**src/rtl/dlatch_write_sequencer.sv**
```systemverilog
// Drives D/C of a level-sensitive DLatch bank from a valid/ready write stream,
// spacing setup, gate pulse and hold in clock cycles. Optional readback check: DLATCH_SEQ_READBACK_CHECK_EN.
module dlatch_write_sequencer #(
  parameter int WIDTH     = 8,
  parameter int SETUP_CYC = 2,
  parameter int PULSE_CYC = 3,
  parameter int HOLD_CYC  = 1
) (
  input  logic             clk,
  input  logic             rst,
  input  logic             in_valid,
  output logic             in_ready,
  input  logic [WIDTH-1:0] in_data,
  input  logic             follow,
  output logic [WIDTH-1:0] latch_d,
  output logic             latch_c,
  input  logic [WIDTH-1:0] latch_q,
  output logic             busy,
  output logic             done,
  output logic             err
);

  localparam int MAX_SP  = (SETUP_CYC > PULSE_CYC) ? SETUP_CYC : PULSE_CYC;
  localparam int MAX_CYC = (MAX_SP > HOLD_CYC) ? MAX_SP : HOLD_CYC;
  localparam int CW      = (MAX_CYC > 1) ? $clog2(MAX_CYC) : 1;

  typedef enum logic [2:0] {IDLE, SETUP, GATE, HOLD, FOLLOW} state_t;

  state_t          state_reg;
  logic [CW-1:0]   cnt_reg;
  logic            cnt_zero;

  assign cnt_zero = (cnt_reg == '0);
  assign in_ready = (state_reg == IDLE) && !rst;
  assign busy     = (state_reg != IDLE);

`ifdef DLATCH_SEQ_READBACK_CHECK_EN
  logic             sess_follow_reg;
  logic [WIDTH-1:0] diff;

  for (genvar gi = 0; gi < WIDTH; gi++) begin : g_diff
    assign diff[gi] = latch_q[gi] ^ latch_d[gi];
  end

  // Only normal writes are verified; a follow session ends on whatever D tracked last.
  always_ff @(posedge clk) begin
    if (rst) begin
      err             <= 1'b0;
      sess_follow_reg <= 1'b0;
    end else begin
      if (state_reg == IDLE)
        sess_follow_reg <= follow;
      if (state_reg == HOLD && cnt_zero && !sess_follow_reg && (|diff))
        err <= 1'b1;
    end
  end
`else
  logic unused_q;
  assign unused_q = ^latch_q;
  assign err      = 1'b0;
`endif

  always_ff @(posedge clk) begin
    if (rst) begin
      state_reg <= IDLE;
      latch_d   <= '0;
      latch_c   <= 1'b0;
      done      <= 1'b0;
      cnt_reg   <= '0;
    end else begin
      done <= 1'b0;
      case (state_reg)
        IDLE: begin
          if (follow) begin
            state_reg <= FOLLOW;
            latch_d   <= in_data;
            latch_c   <= 1'b1;
          end else if (in_valid) begin
            state_reg <= SETUP;
            latch_d   <= in_data;
            latch_c   <= 1'b0;
            cnt_reg   <= CW'(SETUP_CYC - 1);
          end
        end
        SETUP: begin
          if (cnt_zero) begin
            state_reg <= GATE;
            latch_c   <= 1'b1;
            cnt_reg   <= CW'(PULSE_CYC - 1);
          end else begin
            cnt_reg <= cnt_reg - CW'(1);
          end
        end
        GATE: begin
          if (cnt_zero) begin
            state_reg <= HOLD;
            latch_c   <= 1'b0;
            cnt_reg   <= CW'(HOLD_CYC - 1);
          end else begin
            cnt_reg <= cnt_reg - CW'(1);
          end
        end
        HOLD: begin
          if (cnt_zero) begin
            state_reg <= IDLE;
            done      <= 1'b1;
          end else begin
            cnt_reg <= cnt_reg - CW'(1);
          end
        end
        FOLLOW: begin
          if (follow) begin
            latch_d <= in_data;
          end else begin
            state_reg <= HOLD;
            latch_c   <= 1'b0;
            cnt_reg   <= CW'(HOLD_CYC - 1);
          end
        end
        default: begin
          state_reg <= IDLE;
          latch_c   <= 1'b0;
        end
      endcase
    end
  end

endmodule
```
**config.mk**
```make
export PLATFORM = sky130hd
export DESIGN_NAME = dlatch_write_sequencer
export DESIGN_NICKNAME = d
export VERILOG_FILES = /design/src/rtl/dlatch_write_sequencer.sv
export SDC_FILE = /design/constraint.sdc
export NUM_CORES = 1
export LEC_CHECK = 0
export ABC_AREA = 1
export CORE_MARGIN = 3
export CORE_UTILIZATION = 37
export CTS_BUF_LIST = sky130_fd_sc_hd__clkbuf_16
export DETAILED_ROUTE_END_ITERATION = 16
export PLACE_DENSITY = 0.75
export SLEW_MARGIN = 20
export SYNTH_ARGS = -nofsm -noshare
export SYNTH_HDL_FRONTEND = slang
export SYNTH_SLANG_ARGS = --single-unit
```
**constraint.sdc**
```tcl
create_clock -name clk -period 1.18 [get_ports clk]
set_input_delay 0.295 -clock clk [delete_from_list [all_inputs] [get_ports clk]]
set_output_delay 0.295 -clock clk [all_outputs]
set_load 0.03 [all_outputs]
```
==> run summary, run 1 <==
The final worst setup slack came out at -0.1578 ns. The clock period minus final worst setup slack came out at 1.338 ns. The insertion delay of the later-clocked pin in the worst-skew pair is 0.25 ns.

The top cell types in the final layout, fill and taps aside, are 29 x sky130_fd_sc_hd__nand2_1, 27 x sky130_fd_sc_hd__buf_4, 14 x sky130_fd_sc_hd__nor2_1. The run finished, with violations left. Synthesis produced a netlist with a net count of 138. In the synthesized netlist, mux cells make up 0% of the area.

The post-synthesis cell count came out at 115. The total count of max-transition violations in the final report came out at 0. The largest family of logic cells by synthesized area is simple AND/OR/NAND/NOR gates. The post-synthesis cell type count is 22. The maximum vdd drop is 1.329 mV.

The full die area came out at 0.002720 mm2. In this run the worst path has a maximum fanout of 4. The depth of the worst register-to-register path is 7. The area share of xor/xnor cells in the synthesized design came out at 0%. Excluding fillers, the count of instances in the completed layout stands at 185.

TritonCTS built the clock tree. The total global routing track utilization came out at 17.02%. The worst hold path begins at rst. The routability-driven placement congestion ratio is 0.9004. The area overhead of the layout relative to synthesis came out at 68.41%. The count of TritonRoute iterations in the first routing pass is 4. STA classifies the critical path endpoint as an output pin. The die boundary height came out at 52.16 um.

CTS built an H-tree with a depth of 1. The worst path required time came out at 0.88 ns. The endpoint identified for the worst register-to-register timing path is latch_d[4].

The maximum clock rate is 0.7475 GHz. The die width is 52.16 um. The detail route stage leaves a number of antenna-violating nets equal to 0.

The average instance in the mapped netlist occupies 6.854 um2. The share of the yosys chip area belonging to registers is 38.10%. The minimum setup slack among reg-to-reg paths came out at -0.10 ns. The number of buffers added on ports came out at 23. The startpoint identified for the worst register-to-register timing path is state_reg[0].

The instance count along the most critical hold path is 2. The post-synthesis cell area came out at 788.3 um2. The number of failing setup endpoints in the final timing report came out at 14.

The count of pins on the block boundary came out at 33. The number of cells in the design after placement came out at 177. The type of the worst min-delay path is input pin to flop. The count of vias placed by the detailed router is 858. Of the total synthesized cell area, the portion taken by full adders, half adders and majority gates is 4.762%.

0 antenna diodes ended up in the layout. The static leakage came out at 0.6252 nW. The layout cell share with drive strength beyond 1 came out at 43.67%.

The worst clock skew on the final layout is 0.001970 ns. The simple-gate share of the synthesized area is 35.56%. The clock slew seen by the registers of the worst setup and hold paths came out at 0.05 ns. In this run the worst setup path begins at state_reg[0]. The worst setup path is launched from a flop. The core box area is 0.001982 mm2. The power per cell area came out at 2526 mW/mm2.

The count of filler cells inserted in the layout is 164. The first global-routing pass estimated 3401 um of wire. The average vias per placed instance is 4.638. In the finished design, the share of the clock period the worst path needs comes to 113.4%. For hold timing, the worst endpoint is done.

Max-cap violations in this run came to 0. Leaving out fill and tap cells, the most frequent cell in the layout is sky130_fd_sc_hd__nand2_1. Overall power consumption after layout is estimated at 3.354 mW.

The via count of the first global-routing pass is 849. The critical path is of the flop to output pin type. In this run, CTS created clock tree buffers numbering 3. The checks that failed: setup timing.

The detailed-route wire length came out at 2059 um. The clock sink total is 15. Setup repair after global routing could not meet its margin everywhere. The number of violations reported at the end of detailed-routing iteration 0 came out at 5. The number of rows created at floorplan came out at 16. The wire length per cell is 11.13 um. The residual overflow from global routing came out at 0.

The initial antenna violation count came out at 0. At the end of the flow, the number of nets in the layout was 182. The final hold violation count came out at 0. The maximum number of buffers from clock root to sink is 2. The cell sitting at the root of the clock tree is a sky130_fd_sc_hd__clkbuf_16.

The number of register bits inferred by synthesis is 15. The flip-flop count of the largest register after layout came out at 8. The count of warnings emitted by yosys came out at 0. After detailed routing, the number of remaining DRC violations is 0. Entering global routing, the biggest net connects 10 pins. The starting density of the core came out at 39.77%. Data arrives at the worst endpoint at 1.04 ns. The area fraction in compound gates after synthesis came out at 12.54%. The HPWL after detailed placement came out at 1467 um.
[cell families after synthesis]
kind of cell / Yosys count
buffers and inverters: 16
DFF: 15
and+or+nand+nor: 65
AOI/OAI and AO/OA: 15
adders and majority gates: 3
other: 1
[layout make-up]
class | count | area [um2] | share of cell area [%]
timing repair buffer | 40 | 332.8 | 25.07
clock buffer | 3 | 75.07 | 5.655
sequential | 15 | 309.0 | 23.28
inverter | 14 | 57.56 | 4.336
multi-input combinational | 85 | 514.2 | 38.74
clock inverter | 1 | 5.005 | 0.3770
tap | 27 | 33.78 | 2.545
[how the worst max path moves through the flow]
stage / cells after the start / slack (ns) / end
floorplan: 6 / -0.02 / latch_d[6]
global placement: 8 / -0.34 / latch_d[6]
detailed placement: 8 / -0.37 / latch_d[2]
CTS: 4 / -0.17 / in_ready
global route: 4 / -0.21 / in_ready
finish: 4 / -0.16 / in_ready
[metrics by stage]
step / instance area (um2) / setup slack, ns / util [%] / setup TNS, ns / hold slack [ns]
floorplan: 795.8 / -0.01939 / - / -0.1015 / 0.3574
global placement: 1124 / -0.3396 / 56.69 / -4.290 / 0.4545
detailed placement: 1124 / -0.3734 / 56.69 / -4.681 / 0.4539
CTS: 1286 / -0.1736 / 64.90 / -1.243 / 0.4666
global route: 1328 / -0.2103 / 66.98 / -2.274 / 0.4794
finish: 1328 / -0.1578 / 66.98 / -1.136 / 0.4648
[where the power goes]
group	internal [mW]	switching, mW	leakage [nW]
Clock	0.453	0.213	0.0409
Combinational	0.811	1.12	0.459
Sequential	0.667	0.0937	0.125
[cell usage after synthesis]
master	n	area (um2)
sky130_fd_sc_hd__inv_2	2	7.510
sky130_fd_sc_hd__o21ai_0	2	10.01
sky130_fd_sc_hd__nor2_4	1	11.26
sky130_fd_sc_hd__nand2_1	33	123.9
sky130_fd_sc_hd__buf_1	1	3.750
sky130_fd_sc_hd__nand2_2	1	6.260
sky130_fd_sc_hd__a21oi_2	2	17.52
sky130_fd_sc_hd__nor2_2	2	12.51
sky130_fd_sc_hd__ha_1	3	37.54
sky130_fd_sc_hd__o211ai_1	2	15.01
sky130_fd_sc_hd__nand3_1	6	30.03
sky130_fd_sc_hd__o21ai_4	1	16.27
sky130_fd_sc_hd__nand2_4	1	11.26
sky130_fd_sc_hd__nand3_2	1	10.01
sky130_fd_sc_hd__dfxtp_1	15	300.3
sky130_fd_sc_hd__inv_1	10	37.54
sky130_fd_sc_hd__clkinv_2	1	5.000
sky130_fd_sc_hd__buf_4	1	7.510
sky130_fd_sc_hd__nor2_1	20	75.07
sky130_fd_sc_hd__a21oi_1	8	40.04
sky130_fd_sc_hd__conb_1	1	3.750
sky130_fd_sc_hd__inv_4	1	6.260
[repair_timing]
| item | CTS | global route |
|---|---|---|
| hold buffers | 0 | 0 |
| cloned | 1 | 0 |
| setup buffers | 2 | 1 |
| pin swaps | 5 | 5 |
| endpoints found under the setup margin | 16 | 16 |
| resized for setup | 21 | 12 |
| endpoints found under the hold margin | 0 | 0 |
[layer usage]
layer  up-vias  GRT usage (%)  routed length (um)
met3         7          6.017                 122
met2        25          29.50                1050
li1        443              -                   -
met1       383          18.23                 845
met5         -              0                   0
met4         0          8.085                  40
[critical path, cell delays in order, from the launching register on]
cell and delay, ns:
sky130_fd_sc_hd__dfxtp_4 0.35, sky130_fd_sc_hd__nor2_4 0.16, sky130_fd_sc_hd__nand2_4 0.08, sky130_fd_sc_hd__nor2_4 0.08, sky130_fd_sc_hd__buf_6 0.13
No activity file was read; power rests on OpenSTA's default activity.
==> run 2, diff against run 1 <==
--- a/config.mk
+++ b/config.mk
@@ -10,6 +10,7 @@
 export CORE_UTILIZATION = 37
 export CTS_BUF_LIST = sky130_fd_sc_hd__clkbuf_16
 export DETAILED_ROUTE_END_ITERATION = 16
+export HOLD_SLACK_MARGIN = 0.15
 export PLACE_DENSITY = 0.75
 export SLEW_MARGIN = 20
 export SYNTH_ARGS = -nofsm -noshare
==> constraint.sdc (replaced) <==
create_clock -name clk -period 1.1 [get_ports clk]
set_input_delay 0.275 -clock clk [delete_from_list [all_inputs] [get_ports clk]]
set_output_delay 0.275 -clock clk [all_outputs]
set_load 0.03 [all_outputs]
==> run 2 against run 1 <==
  * The flow still finishes with violations (setup timing)
  * Clock skew up 0.00091 ns
  * Register-to-register slack worse by 0.10 ns
  * Combinational power up 7%
  * Cell count down 1.6%
  * Sequential power up 11%
  * Worst hold slack worse by 0.0032 ns
  * Non-clock buffer count down 3
==> run summary, run 2 (synthesized netlist as in run 1, its figures left out) <==
The run finished, with violations left. The final reports fail on setup timing. After global routing the overflow that remains totals 0. The worst flop-to-flop path endpoint is latch_d[1].

The worst clock skew on the final layout came out at 0.002881 ns. The static leakage is 0.6090 nW. The flip-flop and latch area is 306.5 um2. The count of vias placed by the detailed router came out at 855. The clock buffer count from CTS came out at 3. The detailed-route wire length is 2401 um. The starting density of the core is 39.77%. The final hold violation count came out at 0.

The HPWL after detailed placement is 1485 um. The post-detailed-route DRC marker count came out at 0. The average vias per placed instance came out at 4.698. STA classifies the critical path endpoint as an output pin. The maximum vdd drop came out at 1.338 mV. The count of TritonRoute iterations in the first routing pass is 4. For hold timing, the worst endpoint is latch_d[5].

Clock tree synthesis found a total of 15 sinks. The depth of the worst register-to-register path is 7. The number of rows created at floorplan came out at 16. The global-route wire length before repair came out at 3719 um. Counting I/O delays and the setup requirement, the final critical path takes 1.309 ns. Setup repair after global routing could not meet its margin everywhere. Along the worst path, the maximum fanout reaches 3. The type of the worst min-delay path is flop to flop. The via count of the first global-routing pass came out at 845. In this run the clock root is driven by a sky130_fd_sc_hd__clkbuf_16.

Across all setup checks in the final design, the least slack found is -0.2088 ns. The total count of max-transition violations in the final report came out at 0. The worst register-to-register path has a setup slack of -0.20 ns. The maximum clock rate came out at 0.7640 GHz. The count of maximum capacitance violations came out at 0. STA puts the critical path data required time at 0.82 ns.

The maximum number of pins on one net before global-route repair came out at 9. Summing all multi-input logic gate instances after layout gives 508.0 um2. The maximum number of buffers from clock root to sink is 2. Global routing used 18.49% of the available tracks.

The full die area is 0.002720 mm2. Buffers placed on the I/O ports in this run total 23. TritonCTS built the clock tree. Once detail routing completed, the nets flagged for antenna violations numbered 0. The core box area is 0.001982 mm2. The worst hold path was traced through 2 stages. The class of the most critical setup path is flop to output pin.

The top cell types in the final layout, fill and taps aside, are 26 x sky130_fd_sc_hd__nand2_1, 23 x sky130_fd_sc_hd__buf_4, 16 x sky130_fd_sc_hd__nor2_1. Summing all placed instances gives a cell area of 0.001121 mm2. The kind of start point of the critical path is a flop. The initial antenna violation count is 0.

After clock tree synthesis, the clock-pin slew on the worst setup and hold paths is 0.05 ns. The register with the most flip-flops in the layout has 8 of them. The repair_antennas step left the layout with diodes totalling 0. The launch instance of the worst min-delay path is latch_d[5]. After detailed routing, the average wire length per cell comes to 13.19 um. The die boundary height came out at 52.16 um. For this design the ratio of total power to cell area is 2769 mW/mm2. The post-place setup slack came out at -0.4306 ns. Fill cells in the final layout number 147. The final net count is 179. The number of violations reported at the end of detailed-routing iteration 0 came out at 8.

At the end of routability-driven placement, the weighted congestion stood at 0.8803. In this run the horizontal extent of the chip is 52.16 um. Setup violations remaining at the end of the flow were counted as 16. The worst-case hold slack came out at 0.4615 ns. Compared with the post-synthesis result, the final layout area differs by 64.60%. The final standard cell area without fillers came out at 0.001297 mm2. In this run the count of I/O pins placed on the die edge is 33. In this run the critical register-to-register path is launched from state_reg[1].

The layout cell share with drive strength beyond 1 is 44.52%. The insertion delay of the later-clocked pin in the worst-skew pair came out at 0.24 ns. Data arrives at the worst endpoint at 1.03 ns.

The share of the clock period used by the worst path after layout is 119.0%. The maximum level of the CTS H-tree came out at 1. The library cell used most frequently in the layout, excluding fill and tap cells, is sky130_fd_sc_hd__nand2_1.
## run 2: cell types whose count changed in the layout (fill, tap and decap cells not counted), moves of 2 or more
cell,previous run,this run
sky130_fd_sc_hd__nor2_1,14,16
sky130_fd_sc_hd__buf_4,27,23
sky130_fd_sc_hd__dfxtp_4,2,0
sky130_fd_sc_hd__dfxtp_2,1,5
sky130_fd_sc_hd__nand2_1,29,26
sky130_fd_sc_hd__nand2_2,5,8
sky130_fd_sc_hd__dfxtp_1,12,10
sky130_fd_sc_hd__inv_2,5,7
## run 2: worst max-delay path, stage by stage, from the launching register on
cell and delay [ns]:
sky130_fd_sc_hd__dfxtp_2 0.34, sky130_fd_sc_hd__nor2_4 0.13, sky130_fd_sc_hd__nand2_4 0.08, sky130_fd_sc_hd__nor2_4 0.10, sky130_fd_sc_hd__buf_6 0.14
## run 2: layout make-up
class,instances,area share [%]
Sequential cell,15,23.63
Tap cell,27,2.604
Clock buffer,3,5.786
Inverter,14,4.339
Multi-Input combinational cell,85,39.15
Timing Repair Buffer,37,24.20
Clock inverter,1,0.2893
## run 2: per-stage QoR
step | TNS, ns | util [%] | cells | total power, mW
6_report | -2.077 | 65.47 | 182 | 3.593
5_1_grt | -3.071 | 65.47 | 182 | 3.849
4_1_cts | -2.117 | 63.57 | 182 | 3.445
3_5_place_dp | -5.444 | 56.57 | 174 | 2.536
3_3_place_gp | -5.261 | 56.57 | 174 | 2.509
2_1_floorplan | -0.5587 | - | 115 | 1.965
## run 2: worst max path at each step
| stage | startpoint | depth (start not counted) | slack, ns | end |
|---|---|---|---|---|
| finish | state_reg[1] | 4 | -0.21 | in_ready |
| global route | state_reg[1] | 4 | -0.25 | in_ready |
| CTS | state_reg[1] | 7 | -0.17 | latch_d[0] |
| detailed placement | follow | 8 | -0.43 | latch_d[0] |
| global placement | follow | 8 | -0.40 | latch_d[4] |
| floorplan | state_reg[0] | 3 | -0.06 | in_ready |
## run 2: metal layers
| metal | part of all wire [%] | wire [um] | track usage [%] | vias to the layer above |
|---|---|---|---|---|
| met5 | 0 | 0 | 0 | - |
| met4 | 2.2 | 53 | 6.383 | 0 |
| met3 | 3.1 | 74 | 2.579 | 4 |
| met2 | 52 | 1242 | 30.54 | 25 |
| met1 | 43 | 1030 | 24.51 | 387 |
| li1 | - | - | - | 439 |
## run 2: repair_timing
| item | in CTS | in global routing |
|---|---|---|
| gates cloned | 1 | 0 |
| hold buffers | 0 | 0 |
| resized for setup | 12 | 12 |
| buffers inserted | 3 | 0 |
| endpoints found under the setup margin | 16 | 16 |
| endpoints found under the hold margin | 0 | 0 |
| pin swaps | 3 | 5 |
## run 2: report_power, final
| group | internal, mW | total (mW) | switching (mW) |
|---|---|---|---|
| clock | 0.480 | 0.689 | 0.208 |
| sequential | 0.714 | 0.845 | 0.130 |
| combinational | 0.858 | 2.06 | 1.20 |
| total | 2.05 | 3.59 | 1.54 |
==> run 3, diff against run 2 <==
--- a/config.mk
+++ b/config.mk
@@ -7,11 +7,11 @@
 export LEC_CHECK = 0
 export ABC_AREA = 1
 export CORE_MARGIN = 3
-export CORE_UTILIZATION = 37
+export CORE_UTILIZATION = 41
 export CTS_BUF_LIST = sky130_fd_sc_hd__clkbuf_16
 export DETAILED_ROUTE_END_ITERATION = 16
 export HOLD_SLACK_MARGIN = 0.15
-export PLACE_DENSITY = 0.75
+export PLACE_DENSITY = 0.77
 export SLEW_MARGIN = 20
 export SYNTH_ARGS = -nofsm -noshare
 export SYNTH_HDL_FRONTEND = slang
==> constraint.sdc (replaced) <==
create_clock -name clk -period 1.22 [get_ports clk]
set_input_delay 0.305 -clock clk [delete_from_list [all_inputs] [get_ports clk]]
set_output_delay 0.305 -clock clk [all_outputs]
set_load 0.03 [all_outputs]
==> run 3 against run 2 <==
  * The flow still finishes with violations (setup timing)
  * Core utilization grew 10 points
  * Wire length grew 21%
  * Critical path depth grew 5
  * Worst setup slack gained 0.079 ns
  * Clock power shrank 4.1%
  * Sequential power shrank 8.9%
  * Count of clock-buffer cells in the layout is the same
  * Clock skew grew 0.00058 ns
  * Critical endpoint is now latch_d[1]
==> run summary, run 3 (synthesized netlist as in run 1, its figures left out) <==
The run finished, with violations left. The final reports fail on setup timing. The nature of the critical path endpoint is a flop. The post-detailed-route DRC marker count is 0. The slowest stage cell on the critical path is sky130_fd_sc_hd__dfxtp_4. Traced cell by cell, the critical path runs through buf_4 -> inv_4 -> nand2_4 -> nor2_4 -> inv_4 -> o21ai_4 -> clkinv_4 -> nand2_1 -> a21oi_1. The worst-case hold slack is 0.4663 ns. The tree is rooted in a sky130_fd_sc_hd__clkbuf_16. The number of cells in the design after placement came out at 168. The area overhead of the layout relative to synthesis is 69.52%. The detailed-route wire length came out at 2902 um.

The final non-filler cell total came out at 180. The final hold violation count came out at 0. The signal arrival time at the worst endpoint came out at 1.48 ns. The via count of the first global-routing pass is 849.

The count of TritonRoute iterations in the first routing pass is 4. The average vias per placed instance is 5.256. By startpoint and endpoint, the worst setup path is classified as flop to flop. The routability-driven placement congestion ratio is 0.8433. The hold buffer count at CTS is 0. Derived from the worst setup path, the maximum achievable clock frequency is 0.7410 GHz. The maximum number of buffers from clock root to sink came out at 2. Data on the critical path is required at its endpoint by 1.35 ns. Once the floorplan was initialized, standard cells occupied 44.68% of the core. The full die area came out at 0.002485 mm2. The maximum level of the CTS H-tree came out at 1.

The kind of start point of the critical path is a flop. The total count of max-transition violations in the final report came out at 0. The met3 demand-to-capacity share in global routing came out at 5.438%. The met2 usage in global routing came out at 35.68%.

The tightest min-delay check is of the flop to flop type. The global routing usage on met1 is 23.70%. Across the run, the number of max-cap violations was 0. After layout, the minimum clock period comes to 1.350 ns. The power per cell area came out at 2591 mW/mm2. The count of pins on the block boundary came out at 33.

The initial antenna violation count is 0. The clock sink total came out at 15. Clock latency on the worst-skew pair, taken at its later pin, is 0.25 ns. The number of failing setup endpoints in the final timing report is 12. The post-place setup slack came out at -0.3684 ns.

The die width came out at 49.85 um. The maximum number of pins on one net before global-route repair is 10. Setup repair after global routing could not meet its margin everywhere. The final net count came out at 179. TritonCTS built the clock tree. The static leakage came out at 0.6224 nW. The cell family contributing the most delay on the critical path is buffers and inverters. The number of rows created at floorplan is 15. The busiest layer in global routing is met2.

The maximum vdd drop came out at 2.091 mV. The flip-flop count of the largest register after layout came out at 8. The residual overflow from global routing came out at 0. By instance count, the cell type seen most on the critical path is sky130_fd_sc_hd__inv_4. The HPWL after detailed placement came out at 1490 um. Global routing used 21.78% of the available tracks across all layers.

The worst clock skew on the final layout is 0.003459 ns. During placement, the flow inserted port buffers numbering 23. The buffering stage count on the worst path with inverters included is 4. Along the worst path, the maximum fanout reaches 8. In this run the standard cell core region covers 0.001764 mm2. The layout cell share with drive strength beyond 1 is 48.39%. In the layout the commonest cells are 24 x sky130_fd_sc_hd__nand2_1, 23 x sky130_fd_sc_hd__buf_4, 13 x sky130_fd_sc_hd__nor2_1. The wire length per cell is 16.12 um. The antenna diode instance count came out at 0. The share of the clock period used by the worst path after layout is 110.6%. Leaving out fill and tap cells, the most frequent cell in the layout is sky130_fd_sc_hd__nand2_1. The global-route wire length before repair came out at 3974 um. The sum of negative setup slack came out at -0.9456 ns. The count of vias placed by the detailed router is 946. The final worst setup slack came out at -0.1295 ns. Once detail routing completed, the nets flagged for antenna violations numbered 0.

The die boundary height came out at 49.85 um. In this run, CTS created clock tree buffers numbering 3. The longest individual stage delay on the worst path is 0.35 ns.

After clock tree synthesis, the clock-pin slew on the worst setup and hold paths is 0.05 ns. For this block, the initial DRC count from the detailed router was 26.
[run 3: changes by cell type in the layout (fill, tap and decap cells not counted), moves of 2 or more]
cell / previous run / this run
sky130_fd_sc_hd__dfxtp_2: 5 / 1
sky130_fd_sc_hd__dfxtp_4: 0 / 3
sky130_fd_sc_hd__nor2_1: 16 / 13
sky130_fd_sc_hd__inv_1: 6 / 4
sky130_fd_sc_hd__inv_4: 1 / 3
sky130_fd_sc_hd__nand2_1: 26 / 24
sky130_fd_sc_hd__nor2_2: 2 / 4
[run 3: layer usage]
metal	share of wire, %	wire length, um
met5	0	0
met4	5.8	167
met3	6.2	180
met2	51	1491
met1	37	1062
[run 3: power by group]
| group | switching [mW] | leakage, nW | internal (mW) |
|---|---|---|---|
| sequential | 0.120 | 0.126 | 0.650 |
| combinational | 1.21 | 0.456 | 0.825 |
| clock | 0.222 | 0.0409 | 0.439 |
[run 3: final timing paths]
check	from	to	slack, ns	cells after the start
max	state_reg[1]	latch_d[1]	-0.13	9
min reg2reg	latch_d[6]	latch_d[6]	0.47	2
max reg2reg	state_reg[1]	latch_d[1]	-0.13	9
min	latch_d[6]	latch_d[6]	0.47	2
[run 3: area by class of cell]
class	instances	area (um2)
Fill cell	135	427.9
Timing Repair Buffer	37	316.6
Sequential cell	15	312.8
Tap cell	25	31.28
Clock buffer	3	75.07
Clock inverter	1	5.005
Inverter	14	65.06
Multi-Input combinational cell	85	530.5
[run 3: stage by stage]
step | instance area (um2) | utilization [%] | total power [mW]
finish | 1336 | 75.74 | 3.463
global route | 1336 | 75.74 | 3.664
CTS | 1244 | 70.50 | 3.102
detailed placement | 1064 | 60.28 | 2.145
global placement | 1064 | 60.28 | 2.098
floorplan | 790.8 | - | 1.694
[run 3: repair_timing]
action,CTS,global route
endpoints found under the setup margin,12,16
cloned,1,0
setup buffers,4,3
pin swaps,6,11
gates resized for setup,25,25
[run 3: tightest hold or removal path: stages, from the launching register on]
cell                      delay [ns]
sky130_fd_sc_hd__dfxtp_1        0.31
sky130_fd_sc_hd__nand2_2        0.07
sky130_fd_sc_hd__a21oi_2        0.04
